`config.mk`:
```
export PLATFORM = sky130hd
export DESIGN_NAME = alsu_seq_flat
export DESIGN_NICKNAME = d
export VERILOG_FILES = /design/src/rtl/alsu_if.sv /design/src/rtl/alsu_seq.sv /design/src/flat_wrapper.sv
export SDC_FILE = /design/constraint.sdc
export NUM_CORES = 1
export LEC_CHECK = 0
export CORE_MARGIN = 3
export CORE_UTILIZATION = 55
export DETAILED_ROUTE_END_ITERATION = 10
export PLACE_DENSITY_LB_ADDON = 0.05
export RECOVER_POWER = 100
export SLEW_MARGIN = 20
export SYNTH_ARGS = -nofsm -noshare
export SYNTH_HDL_FRONTEND = slang
export SYNTH_SLANG_ARGS = --single-unit
```
`constraint.sdc`:
```
create_clock -name clk -period 4.7 [get_ports clk]
set_input_delay 0.47 -clock clk [delete_from_list [all_inputs] [get_ports clk]]
set_output_delay 0.47 -clock clk [all_outputs]
set_load 0.1 [all_outputs]
```
`src/rtl/alsu_if.sv`:
```
// Request/result bundle between an ALSU requester and alsu_seq.
// The requester drives the operands and flags; alsu_seq returns registered results.
interface alsu_if #(
    parameter int WIDTH = 4
);
    logic               start;
    logic [WIDTH-1:0]   A;
    logic [WIDTH-1:0]   B;
    logic [2:0]         Opcode;
    logic               Cin;
    logic               red_op_A;
    logic               red_op_B;
    logic               bypass_A;
    logic               bypass_B;
    logic               direction;
    logic               serial_in;
    logic [2*WIDTH-1:0] out;
    logic [WIDTH-1:0]   remainder;
    logic               Odd_parity;
    logic               Invalid;
    logic               busy;
    logic               done;

    modport master (
        output start, A, B, Opcode, Cin, red_op_A, red_op_B,
               bypass_A, bypass_B, direction, serial_in,
        input  out, remainder, Odd_parity, Invalid, busy, done
    );

    modport slave (
        input  start, A, B, Opcode, Cin, red_op_A, red_op_B,
               bypass_A, bypass_B, direction, serial_in,
        output out, remainder, Odd_parity, Invalid, busy, done
    );
endinterface

```
`src/rtl/alsu_seq.sv`:
```
// Sequential ALSU: single-cycle logic/arithmetic/shift ops plus a WIDTH-cycle
// restoring divider. Results and flags are registered and announced by a done pulse.
module alsu_seq #(
    parameter int WIDTH          = 4,
    parameter     INPUT_PRIORITY = "A",
    parameter     FULL_ADDER     = "ON"
) (
    input logic   clk,
    input logic   rst_n,
    alsu_if.slave bus
);
    localparam int OUT_W   = 2 * WIDTH;
    localparam int CNT_W   = $clog2(WIDTH + 1);
    localparam bit PRIO_B  = (INPUT_PRIORITY == "B");
    localparam bit ADD_CIN = (FULL_ADDER == "ON");

    localparam logic [0:0] IDLE = 1'b0;
    localparam logic [0:0] DIV  = 1'b1;

    localparam logic [2:0] OP_AND   = 3'b000;
    localparam logic [2:0] OP_XOR   = 3'b001;
    localparam logic [2:0] OP_ADD   = 3'b010;
    localparam logic [2:0] OP_MULT  = 3'b011;
    localparam logic [2:0] OP_ABS   = 3'b100;
    localparam logic [2:0] OP_DIV   = 3'b101;
    localparam logic [2:0] OP_SHIFT = 3'b110;
    localparam logic [2:0] OP_ROT   = 3'b111;

    logic [0:0]       state;
    logic [OUT_W-1:0] out_q;
    logic [WIDTH-1:0] rem_q;
    logic             parity_q;
    logic             invalid_q;
    logic             done_q;

    logic [WIDTH-1:0] quo;
    logic [WIDTH-1:0] rem_acc;
    logic [WIDTH-1:0] divisor;
    logic [CNT_W-1:0] cnt;
    logic             div_invalid;

    logic [OUT_W-1:0] nxt_out;
    logic             nxt_parity;
    logic             nxt_invalid;
    logic             start_div;
    logic             fill;

    logic [WIDTH:0]   shifted;
    logic [WIDTH-1:0] step_quo;
    logic [WIDTH-1:0] step_rem;

    logic [WIDTH-1:0] prio_op;
    assign prio_op = PRIO_B ? bus.B : bus.A;

    function automatic logic reduce_op(input logic [WIDTH-1:0] v, input logic use_and);
        return use_and ? &v : ^v;
    endfunction

    // Result of any op that completes on the accepting edge.
    always_comb begin
        // NOTE: every comb output gets a default first so no path leaves it unassigned (no latch).
        nxt_out     = '0;
        nxt_parity  = 1'b0;
        nxt_invalid = 1'b0;
        start_div   = 1'b0;
        fill        = 1'b0;
        if (bus.bypass_A | bus.bypass_B) begin
            if (bus.bypass_A & bus.bypass_B) nxt_out = OUT_W'(prio_op);
            else if (bus.bypass_A)           nxt_out = OUT_W'(bus.A);
            else                             nxt_out = OUT_W'(bus.B);
        end else begin
            nxt_invalid = (bus.red_op_A | bus.red_op_B) & (bus.Opcode >= OP_ADD);
            case (bus.Opcode)
                OP_AND, OP_XOR: begin
                    if (bus.red_op_A & bus.red_op_B) begin
                        nxt_out     = OUT_W'(reduce_op(prio_op, bus.Opcode == OP_AND));
                        nxt_invalid = 1'b1;
                    end else if (bus.red_op_A) begin
                        nxt_out = OUT_W'(reduce_op(bus.A, bus.Opcode == OP_AND));
                    end else if (bus.red_op_B) begin
                        nxt_out = OUT_W'(reduce_op(bus.B, bus.Opcode == OP_AND));
                    end else begin
                        nxt_out = (bus.Opcode == OP_AND) ? OUT_W'(bus.A & bus.B)
                                                         : OUT_W'(bus.A ^ bus.B);
                    end
                end
                OP_ADD:  nxt_out = OUT_W'(bus.A) + OUT_W'(bus.B) + OUT_W'(bus.Cin & ADD_CIN);
                OP_MULT: nxt_out = OUT_W'(bus.A) * OUT_W'(bus.B);
                OP_ABS:  nxt_out = (bus.A >= bus.B) ? OUT_W'(bus.A - bus.B) : OUT_W'(bus.B - bus.A);
                OP_DIV: begin
                    // Zero divisor resolves immediately; only a real division iterates.
                    if (bus.B != '0)      start_div = 1'b1;
                    else if (bus.A != '0) begin
                        nxt_out     = '1;
                        nxt_invalid = 1'b1;
                    end
                end
                OP_SHIFT, OP_ROT: begin
                    if (bus.Opcode == OP_SHIFT) fill = bus.serial_in;
                    else                        fill = bus.direction ? bus.A[WIDTH-1] : bus.A[0];
                    nxt_out = bus.direction ? OUT_W'({bus.A[WIDTH-2:0], fill})
                                            : OUT_W'({fill, bus.A[WIDTH-1:1]});
                end
                default: nxt_out = '0;
            endcase
            if (bus.Opcode >= OP_ADD && bus.Opcode <= OP_DIV) nxt_parity = ~^nxt_out;
        end
    end

    // One restoring-division step: shift in the next dividend bit, subtract if it fits.
    always_comb begin
        shifted = {rem_acc, quo[WIDTH-1]};
        if (shifted >= {1'b0, divisor}) begin
            step_rem = shifted[WIDTH-1:0] - divisor;
            step_quo = {quo[WIDTH-2:0], 1'b1};
        end else begin
            step_rem = shifted[WIDTH-1:0];
            step_quo = {quo[WIDTH-2:0], 1'b0};
        end
    end

    always_ff @(posedge clk or negedge rst_n) begin
        if (!rst_n) begin
            state       <= IDLE;
            out_q       <= '0;
            rem_q       <= '0;
            parity_q    <= 1'b0;
            invalid_q   <= 1'b0;
            done_q      <= 1'b0;
            quo         <= '0;
            rem_acc     <= '0;
            divisor     <= '0;
            cnt         <= '0;
            div_invalid <= 1'b0;
        end else begin
            // NOTE: sequential state uses non-blocking assignments so every register samples pre-edge values.
            done_q <= 1'b0;
            if (state == IDLE) begin
                if (bus.start) begin
                    if (start_div) begin
                        state       <= DIV;
                        quo         <= bus.A;
                        rem_acc     <= '0;
                        divisor     <= bus.B;
                        cnt         <= '0;
                        div_invalid <= nxt_invalid;
                    end else begin
                        out_q     <= nxt_out;
                        rem_q     <= '0;
                        parity_q  <= nxt_parity;
                        invalid_q <= nxt_invalid;
                        done_q    <= 1'b1;
                    end
                end
            end else begin
                quo     <= step_quo;
                rem_acc <= step_rem;
                cnt     <= cnt + CNT_W'(1);
                if (cnt == CNT_W'(WIDTH - 1)) begin
                    state     <= IDLE;
                    out_q     <= OUT_W'(step_quo);
                    rem_q     <= step_rem;
                    parity_q  <= ~^step_quo;
                    invalid_q <= div_invalid;
                    done_q    <= 1'b1;
                end
            end
        end
    end

    assign bus.out        = out_q;
    assign bus.remainder  = rem_q;
    assign bus.Odd_parity = parity_q;
    assign bus.Invalid    = invalid_q;
    assign bus.busy       = (state == DIV);
    assign bus.done       = done_q;
endmodule

```
`src/flat_wrapper.sv`:
```
// flat-port wrapper written by rule: the top's interface ports become plain ports
module alsu_seq_flat 
#(
    parameter int WIDTH          = 4,
    parameter     INPUT_PRIORITY = " ",
    parameter     FULL_ADDER     = "  "
)
  (clk, rst_n, bus_start, bus_A, bus_B, bus_Opcode, bus_Cin, bus_red_op_A, bus_red_op_B, bus_bypass_A, bus_bypass_B, bus_direction, bus_serial_in, bus_out, bus_remainder, bus_Odd_parity, bus_Invalid, bus_busy, bus_done);
  alsu_if #(.WIDTH(WIDTH)) bus_i ();
  input logic clk;
  input logic rst_n;
  input wire logic [$bits(bus_i.start)-1:0] bus_start;
  input wire logic [$bits(bus_i.A)-1:0] bus_A;
  input wire logic [$bits(bus_i.B)-1:0] bus_B;
  input wire logic [$bits(bus_i.Opcode)-1:0] bus_Opcode;
  input wire logic [$bits(bus_i.Cin)-1:0] bus_Cin;
  input wire logic [$bits(bus_i.red_op_A)-1:0] bus_red_op_A;
  input wire logic [$bits(bus_i.red_op_B)-1:0] bus_red_op_B;
  input wire logic [$bits(bus_i.bypass_A)-1:0] bus_bypass_A;
  input wire logic [$bits(bus_i.bypass_B)-1:0] bus_bypass_B;
  input wire logic [$bits(bus_i.direction)-1:0] bus_direction;
  input wire logic [$bits(bus_i.serial_in)-1:0] bus_serial_in;
  output wire logic [$bits(bus_i.out)-1:0] bus_out;
  output wire logic [$bits(bus_i.remainder)-1:0] bus_remainder;
  output wire logic [$bits(bus_i.Odd_parity)-1:0] bus_Odd_parity;
  output wire logic [$bits(bus_i.Invalid)-1:0] bus_Invalid;
  output wire logic [$bits(bus_i.busy)-1:0] bus_busy;
  output wire logic [$bits(bus_i.done)-1:0] bus_done;
  assign bus_i.start = bus_start;
  assign bus_i.A = bus_A;
  assign bus_i.B = bus_B;
  assign bus_i.Opcode = bus_Opcode;
  assign bus_i.Cin = bus_Cin;
  assign bus_i.red_op_A = bus_red_op_A;
  assign bus_i.red_op_B = bus_red_op_B;
  assign bus_i.bypass_A = bus_bypass_A;
  assign bus_i.bypass_B = bus_bypass_B;
  assign bus_i.direction = bus_direction;
  assign bus_i.serial_in = bus_serial_in;
  assign bus_out = bus_i.out;
  assign bus_remainder = bus_i.remainder;
  assign bus_Odd_parity = bus_i.Odd_parity;
  assign bus_Invalid = bus_i.Invalid;
  assign bus_busy = bus_i.busy;
  assign bus_done = bus_i.done;
  alsu_seq #(.WIDTH(WIDTH), .INPUT_PRIORITY(INPUT_PRIORITY), .FULL_ADDER(FULL_ADDER)) u_core (.clk(clk), .rst_n(rst_n), .bus(bus_i));
endmodule
```
Word level (Yosys, flattened, before mapping). Cells that the tools add are included.

Register bits after elaboration: 32. Input port bits: 21. Output and inout bits: 16. Word-level logic and storage cells: 118.

$add $sub $neg: 5. Multiply operators: 1. $lt $le $gt $ge: 4. Equality and inequality tests: 10. Mux-type cells: 62. Bitwise logic cells: 8. Reductions and logical operators: 17.

Operators with widths (count): $mux 8 (14); $mux 4 (13); $pmux 8 s6 (1); $mux 1 (30); $eq 3x3->1 const B (4); $sub 4x4->5 (2); $eq 3x2->1 const B (3); $mux 3 (3); $mul 4x4->8 (1); $reduce_and 4->1 (2); $reduce_bool 4->1 (2); $reduce_xnor 8->1 (1); $reduce_xor 4->1 (2); $reduce_and 3->1 (2); $add 4x4->5 (1); $ge 5x4->1 (1); $and 4x4->4 (1); $ge 4x4->1 (1); $reduce_bool 2->1 (2); $reduce_or 2->1 (2); $reduce_xnor 4->1 (1); $sub 4x4->4 (1); $xor 4x4->4 (1); $add 3x1->3 const B (1); 12 further kinds (15).

Depth between registers and ports, before layout. Gate-level depths: netlist of run 1.

Depth in word-level cells: 13. Mapped depth: 16. Depth with buffers taken out: 16.

Worst setup path before layout of run 1. Ideal clock, no wire load.

Path type: input to register. From: in bus_A[0]. To: reg u_core.parity_q (netlist: u_core.bus.Odd_parity). Setup time: 142 ps. Arrival time: 4020 ps. Data required time: 4558 ps. Path slack: 539 ps. Stages: 15. Buffers on the path: 0. Cells stage by stage: nand2_1 > fa_1 > inv_1 > fa_1 > inv_1 > fa_1 > nand2b_1 > a2111o_1 > o21ai_2 > xnor3_1 > xnor2_1 > or3_1 > nor3b_2 > o21bai_1 > a32oi_1.

Longest elaborated chain between the ends: 13. Elaborated cells on any way between the ends: 29. Classes of those cells: add/sub (3); mul (1); order compare (1); mux (18); bitwise (2); reduce/logical (4).

RTL lines: start, declared (line flat_wrapper.sv:13) `input wire logic [$bits(bus_i.A)-1:0] bus_A;`; parallel branches: the longest is 5 deep, another holds $mul 4x4->8; $pmux 8 s6 (*) (line alsu_seq.sv:73) `case (bus.Opcode)`; $mux 8 (*) (line alsu_seq.sv:67) `if (bus.bypass_A | bus.bypass_B) begin`; $reduce_xnor 8->1 (*) (line alsu_seq.sv:106) `if (bus.Opcode >= OP_ADD && bus.Opcode <= OP_DIV) nxt_parity = ~^nxt_out;`; $mux 1 (*) (line alsu_seq.sv:106); $mux 1 (*) (line alsu_seq.sv:67); $mux 1 (*) (line alsu_seq.sv:140) `if (start_div) begin`; $mux 1 (*) (line alsu_seq.sv:139) `if (bus.start) begin`; $mux 1 (*) (line alsu_seq.sv:138) `if (state == IDLE) begin`; end signal, assigned (line alsu_seq.sv:150) `parity_q <= nxt_parity;`; end signal, assigned (line alsu_seq.sv:163) `parity_q <= ~^step_quo;`; end, declared (line alsu_seq.sv:32) `logic parity_q;`.

Mark *: on every way between the ends. The select of a mux whose other input is x is not followed. A chain may end at the register's enable or synchronous reset.

Worst setup path in the final report of run 1. Same ends and word-level chain as after synthesis.

==> impl_metrics.csv, run 1 <==
group,metric,value,unit
outcome,status,"finished, violations left",
outcome,violations,"max-capacitance violations, max-slew violations",
clocking,cts_root_buffer,"clkbuf_8",
clocking,cts_buffer_depth,2,
synthesis,syn-num-nets,464,
critical_path,max_stage_delay,0.54,ns
global_route,grt_start_max_net_pins,33,
synthesis,synth-edff-count,0,
synthesis,netlist_top_cells_count,"58 x nand2_1, 47 x nor2_1, 41 x o21ai_0",
route,via_per_inst,5.85,
floorplanning,fp.dieW,81.2,µm
synthesis,yosysMostFrequentCell,"nand2_1",
pwr,power_density,464,mW/mm²
floorplanning,initial_utilization,59.0,%
critical_path,critPathLaunchType,"input pin",
sta,period_share,95.8,%
place,place.gp.congestion,0.972,
sta,rsz0062_at_grt,"no",
final_layout,antenna_cells,0,
floorplanning,io_pins,37,
final_layout,layout-area-overhead-vs-synth,21.2,%
critical_path,critPathSlowestCell,"fa_1",
sta,whs,0.478,ns
global_route,track_usage,27.9,%
sta,clock.fmax,222,MHz
global_route,grt_overflow,0,
critical_path,required,4.85,ns
final_layout,seq_area,801,µm²
synthesis,synth_top_area_share,25.8,%
global_route,antenna_found_initial,0,
sta,clock_skew,0.00678,ns
critical_path,crit_path_end_kind,"register",
route,wl_met1,4010,µm
sta,relSlewSlack,-12.4,%
sta,setup_viol,0,
final_layout,multi_input_area,0.00213,mm²
synthesis,async_flop_share,100,%
critical_path,crit_path_cell_trace,"clkdlybuf4s50_1, nand2_1, fa_1, inv_1, fa_1, clkbuf_4, ha_1, a21oi_1, o21ai_0, nor3b_1, buf_4, xnor3_1, xnor2_1, or3_4, nor3b_2, o21bai_1, a32oi_1",
critical_path,setup.worst_path.start,"bus_A[0]",
final_layout,num-nets-final,516,
final_layout,fin_util,71.5,%
route,final_antenna_net_count,0,
route,drc,0,
route,routed-wl-met3,466,µm
synthesis,synth_top_flop_cell,"dfrtp_1",
pwr,ir_drop,458,µV
synthesis,synth_area_leaders,"dfrtp_1 26%, ha_1 16%, nand2_1 7.0%, o21ai_0 6.6%, a21oi_1 6.1%",
synthesis,netlist-cell-type-count,55,
place,dpl_cell_area,0.00366,mm²
final_layout,fin_area,0.00377,mm²
final_layout,fillers,470,
critical_path,path_class,"input pin to register",
hold_path,hp-class,"register to register",
floorplanning,die_y,81.2,µm
sta,period_minus_slack,4.50,ns
pwr,leakage,1.76,nW
clocking,numCtsBuffers,5,
synthesis,avgSynthCellArea,7.87,µm²
route,wl_met2,3850,µm
synthesis,synthesis.area,0.00311,mm²
floorplanning,row_count,26,
critical_path,crit_path_frequent_cell,"fa_1",
route,routed_wl,8430,µm
floorplanning,dieArea,0.00659,mm²
place,dp_hpwl,6710,µm
synthesis,yosysTopAreaCell,"dfrtp_1",
sta,finalMaxSlewViolations,33,
critical_path,critPathArrivalTime,4.65,ns
synthesis,synth.ff_latch_count,32,
clocking,cts_sinks,32,
floorplanning,core_area,0.00527,mm²
clocking,cts_tree,"built",
route,vias,3032,
global_route,grt_pass1_vias,2819,
global_route,grt_pass1_wl,13800,µm
route,first_pass_iters,5,
place,io_buffer_count,35,
sta,hold_viol_final,0,
synthesis,postSynthCellCount,395,
route,drt_iter0_markers,177,
hold_path,holdCritStartpoint,"u_core.bus.remainder[2]$_DFFE_PN0P_",
critical_path,path_max_fanout,4,
synthesis,synth-seq-area-share,25.8,%
final_layout,drive_gt1_share,7.81,%
run,maxCapViolCount,1,
clocking,clk_latency,0.28,ns
synthesis,yosys_warnings,0,
sta,tns,0,ns
clocking,clk_pin_slew,0.07,ns
clocking,htreeDepth,2,
route,post_drt_wl_per_cell,16.3,µm
critical_path,rr_startpoint,"u_core.divisor[1]$_DFFE_PN0P_",
sta,timing_worst_slew_pin_value,1.69,ns
route,routed.top_layer,"met4",
-- logic make-up (layout without fill, tap and decap cells) --
logic type	after synthesis	in the layout	synth area share, %
adders and majority gates	48	48	21.3
xor gates and xnor gates	13	13	4.11
DFF	32	32	25.8
and+or+nand+nor	139	139	20.2
AOI/OAI and AO/OA	112	112	21.5
muxes	4	4	1.33
buffers and inverters	47	100	5.80
-- per-layer routing --
layer  global-route usage [%]  vias to the layer above
met5                        0                        -
met1                     39.4                     1448
met2                     45.2                      103
met4                     5.91                        0
li1                         -                     1472
met3                     4.43                        9
-- critical path, delay by kind of cell --
| kind | cells | cell delay, ns |
|---|---|---|
| AO/OA/AOI/OAI | 4 | 0.71 |
| AND/OR/NAND/NOR | 4 | 0.82 |
| adder cells (fa/ha/maj) | 3 | 1.33 |
| buffers and inverters | 4 | 0.85 |
| XOR/XNOR | 2 | 0.45 |
-- registers in the layout, indices dropped and copies added (netlist names) --
register,cells
u_core.bus.remainder,4
u_core.bus.out,8
u_core.rem_acc,4
u_core.bus.busy,1
u_core.divisor,4
u_core.cnt,3
u_core.bus.Odd_parity,1
u_core.bus.Invalid,1
u_core.div_invalid,1
u_core.bus.done,1
u_core.quo,4
-- power by group --
| group | switching [mW] | internal, mW | total [mW] | leakage (nW) |
|---|---|---|---|---|
| clock network | 0.103 | 0.157 | 0.260 | 0.0541 |
| logic | 0.730 | 0.306 | 1.04 | 1.30 |
| registers | 0.0792 | 0.374 | 0.453 | 0.405 |
| total | 0.912 | 0.836 | 1.75 | 1.76 |
-- metrics by stage --
step	cells	setup WS, ns	power (mW)
after CTS	517	0.0177	1.77
after global placement	509	-0.141	1.47
final	518	0.197	1.75
after global routing	518	0.0439	1.87
after detailed placement	509	-0.223	1.50
after floorplan	395	0.539	1.22
-- worst paths after layout --
check / end / slack, ns / cells past startpoint
max in group asynchronous: u_core.cnt[2]$_DFFE_PN0P_ / 2.56 / 2
max: u_core.bus.Odd_parity$_DFFE_PN0P_ / 0.20 / 17
min reg2reg: u_core.bus.remainder[2]$_DFFE_PN0P_ / 0.48 / 2
min in group asynchronous: u_core.bus.remainder[3]$_DFFE_PN0P_ / 1.16 / 2
min: u_core.bus.remainder[2]$_DFFE_PN0P_ / 0.48 / 2
max reg2reg: u_core.bus.remainder[1]$_DFFE_PN0P_ / 2.29 / 9
-- area by class of cell --
class                           instances  area share [%]
Clock inverter                          3            1.13
Sequential cell                        32            21.3
Clock buffer                            5            1.83
Tap cell                               70            2.33
Timing Repair Buffer                   58            13.5
Inverter                               34            3.39
Multi-Input combinational cell        316            56.6
-- what timing repair did --
action | in CTS | in global routing
gates resized for setup | 0 | 1
setup buffers | 0 | 1
setup endpoints to repair | 0 | 1
hold buffers | 0 | 0
-- layout by cell type (no fill, tap or decap), types with 8 or more instances in the layout --
| cell type | count |
|---|---|
| a21oi_1 | 38 |
| buf_4 | 18 |
| clkdlybuf4s50_1 | 18 |
| dfrtp_1 | 32 |
| dlygate4sd3_1 | 17 |
| fa_1 | 8 |
| ha_1 | 40 |
| inv_1 | 33 |
| nand2_1 | 58 |
| nor2_1 | 47 |
| o21ai_0 | 41 |
| xnor2_1 | 8 |
Note: power is estimated with default switching activity, not from simulation.
==> run 2, diff against run 1 <==
--- a/config.mk
+++ b/config.mk
@@ -6,7 +6,7 @@
 export NUM_CORES = 1
 export LEC_CHECK = 0
 export CORE_MARGIN = 3
-export CORE_UTILIZATION = 55
+export CORE_UTILIZATION = 52
 export DETAILED_ROUTE_END_ITERATION = 10
 export PLACE_DENSITY_LB_ADDON = 0.05
 export RECOVER_POWER = 100
==> impl_metrics.csv, run 2 (synthesis gave the netlist of run 1 again) <==
group,metric,value,unit
sta,hold_viol_final,0,
floorplanning,dieArea,0.00694,mm²
clocking,clk_pin_slew,0.07,ns
route,via_per_inst,5.74,
critical_path,path_class,"input pin to register",
sta,timing_worst_slew_pin_value,1.70,ns
route,vias,2989,
global_route,grt_pass1_wl,13500,µm
sta,clock_skew,0.00540,ns
critical_path,rr_endpoint,"u_core.bus.remainder[1]$_DFFE_PN0P_",
clocking,cts_root_buffer,"clkbuf_8",
sta,finalMaxSlewViolations,33,
sta,relSlewSlack,-13.2,%
clocking,htreeDepth,2,
sta,period_share,95.6,%
floorplanning,row_count,27,
place,io_buffer_count,35,
critical_path,rr_startpoint,"u_core.rem_acc[0]$_DFFE_PN0P_",
global_route,grt-busiest-layer,"met2",
global_route,use_met2,36.3,%
final_layout,fillers,515,
hold_path,holdCritStartpoint,"u_core.bus.remainder[1]$_DFFE_PN0P_",
floorplanning,core_area,0.00564,mm²
critical_path,required,4.86,ns
critical_path,path_max_fanout,7,
global_route,grt_overflow,0,
floorplanning,initial_utilization,55.1,%
place,place.gp.congestion,0.975,
final_layout,layout-area-overhead-vs-synth,20.6,%
global_route,grt_use_met1,34.8,%
pwr,power_density,449,mW/mm²
final_layout,fin_area,0.00375,mm²
clocking,numCtsBuffers,5,
sta,clock.fmax,223,MHz
floorplanning,fp.dieW,83.3,µm
critical_path,critPathArrivalTime,4.65,ns
final_layout,antenna_cells,0,
sta,tns,0,ns
sta,rsz0062_at_grt,"no",
hold_path,hp-class,"register to register",
final_layout,multi_input_area,0.00212,mm²
floorplanning,io_pins,37,
final_layout,final_common_cell,"nand2_1",
sta,period_minus_slack,4.49,ns
run,maxCapViolCount,1,
pwr,leakage,1.76,nW
final_layout,num-nets-final,517,
global_route,grt_pass1_vias,2794,
clocking,cts_tree,"built",
final_layout,final_cell_mix,"58 x nand2_1, 47 x nor2_1, 42 x o21ai_0, 40 x ha_1, 38 x a21oi_1",
clocking,cts_sinks,32,
floorplanning,die_y,83.3,µm
route,drc,0,
clocking,clk_latency,0.29,ns
global_route,grt_util_met3,4.56,%
pwr,ir_drop,427,µV
clocking,cts_hold_repair.buffers,0,
route,routed_wl,8130,µm
critical_path,r2r_slack,2.36,ns
route,drt_iter0_markers,195,
critical_path,crit_path_end_kind,"register",
global_route,grt_start_max_net_pins,33,
place,dpl_cell_area,0.00367,mm²
hold_path,min_path_cells,2,
route,first_pass_iters,4,
final_layout,seq_area,801,µm²
sta,setup_viol,0,
global_route,track_usage,23.8,%
place,dp_hpwl,6490,µm
hold_path,hold_end,"u_core.bus.remainder[1]$_DFFE_PN0P_",
critical_path,critPathLaunchType,"input pin",
route,post_drt_wl_per_cell,15.6,µm
final_layout,largest_reg_flops,8,
global_route,antenna_found_initial,0,
clocking,cts_buffer_depth,2,
critical_path,worstRegToRegCells,8,
outcome,violations,"max-capacitance violations, max-slew violations",
outcome,status,"finished, violations left",
final_layout,drive_gt1_share,7.80,%
route,final_antenna_net_count,0,
[run 2: how the worst max path moves through the flow]
stage                  start                                end  slack, ns  depth (start not counted)
floorplan           bus_A[0]  u_core.bus.Odd_parity$_DFFE_PN0P_       0.54                         15
global placement    bus_A[0]  u_core.bus.Odd_parity$_DFFE_PN0P_      -0.12                         16
detailed placement  bus_A[0]  u_core.bus.Odd_parity$_DFFE_PN0P_      -0.22                         16
CTS                 bus_A[0]  u_core.bus.Odd_parity$_DFFE_PN0P_       0.05                         16
global route        bus_A[0]  u_core.bus.Odd_parity$_DFFE_PN0P_       0.03                         16
finish              bus_B[1]  u_core.bus.Odd_parity$_DFFE_PN0P_       0.21                         16
[run 2: report_power, final]
part,switching (mW),internal (mW),total [mW]
Combinational,0.717,0.305,1.02
Clock,0.106,0.103,0.209
Sequential,0.0759,0.374,0.450
[run 2: worst max-delay path, stage by stage]
cell	delay (ns)
dlygate4sd3_1	0.55
buf_4	0.18
ha_1	0.21
ha_1	0.23
fa_1	0.61
inv_1	0.08
fa_1	0.44
nand2b_1	0.17
a2111o_1	0.36
o21ai_0	0.14
xnor3_1	0.28
xnor2_1	0.13
or3_4	0.35
nor3b_2	0.16
o21bai_1	0.17
a32oi_1	0.12
[run 2: area by class of cell]
cell class                      instances  share of cell area, %
Tap cell                               72                   2.40
Timing Repair Buffer                   59                   13.9
Sequential cell                        32                   21.4
Clock buffer                            5                   1.84
Multi-Input combinational cell        316                   56.6
Clock inverter                          3                  0.501
Inverter                               34                   3.41
[run 2: timing repair]
action	CTS	global route
gates resized for setup	0	1
endpoints found under the setup margin	0	1
hold endpoints to repair	0	0
setup buffers	0	0
[run 2: stage by stage]
stage               total power [mW]  cells  utilization (%)  hold WS [ns]  setup WS [ns]
floorplan                       1.22    395                -         0.174          0.539
global placement                1.47    513             65.1         0.462         -0.119
detailed placement              1.49    513             65.1         0.468         -0.217
CTS                             1.70    521             66.7         0.485         0.0473
global route                    1.80    521             66.4         0.510         0.0318
finish                          1.68    521             66.4         0.472          0.206
[run 2: metal layers]
layer	share of wire [%]	vias up
li1	-	1473
met1	47	1376
met2	43	124
met3	7.9	16
met4	2.1	0
met5	0	-
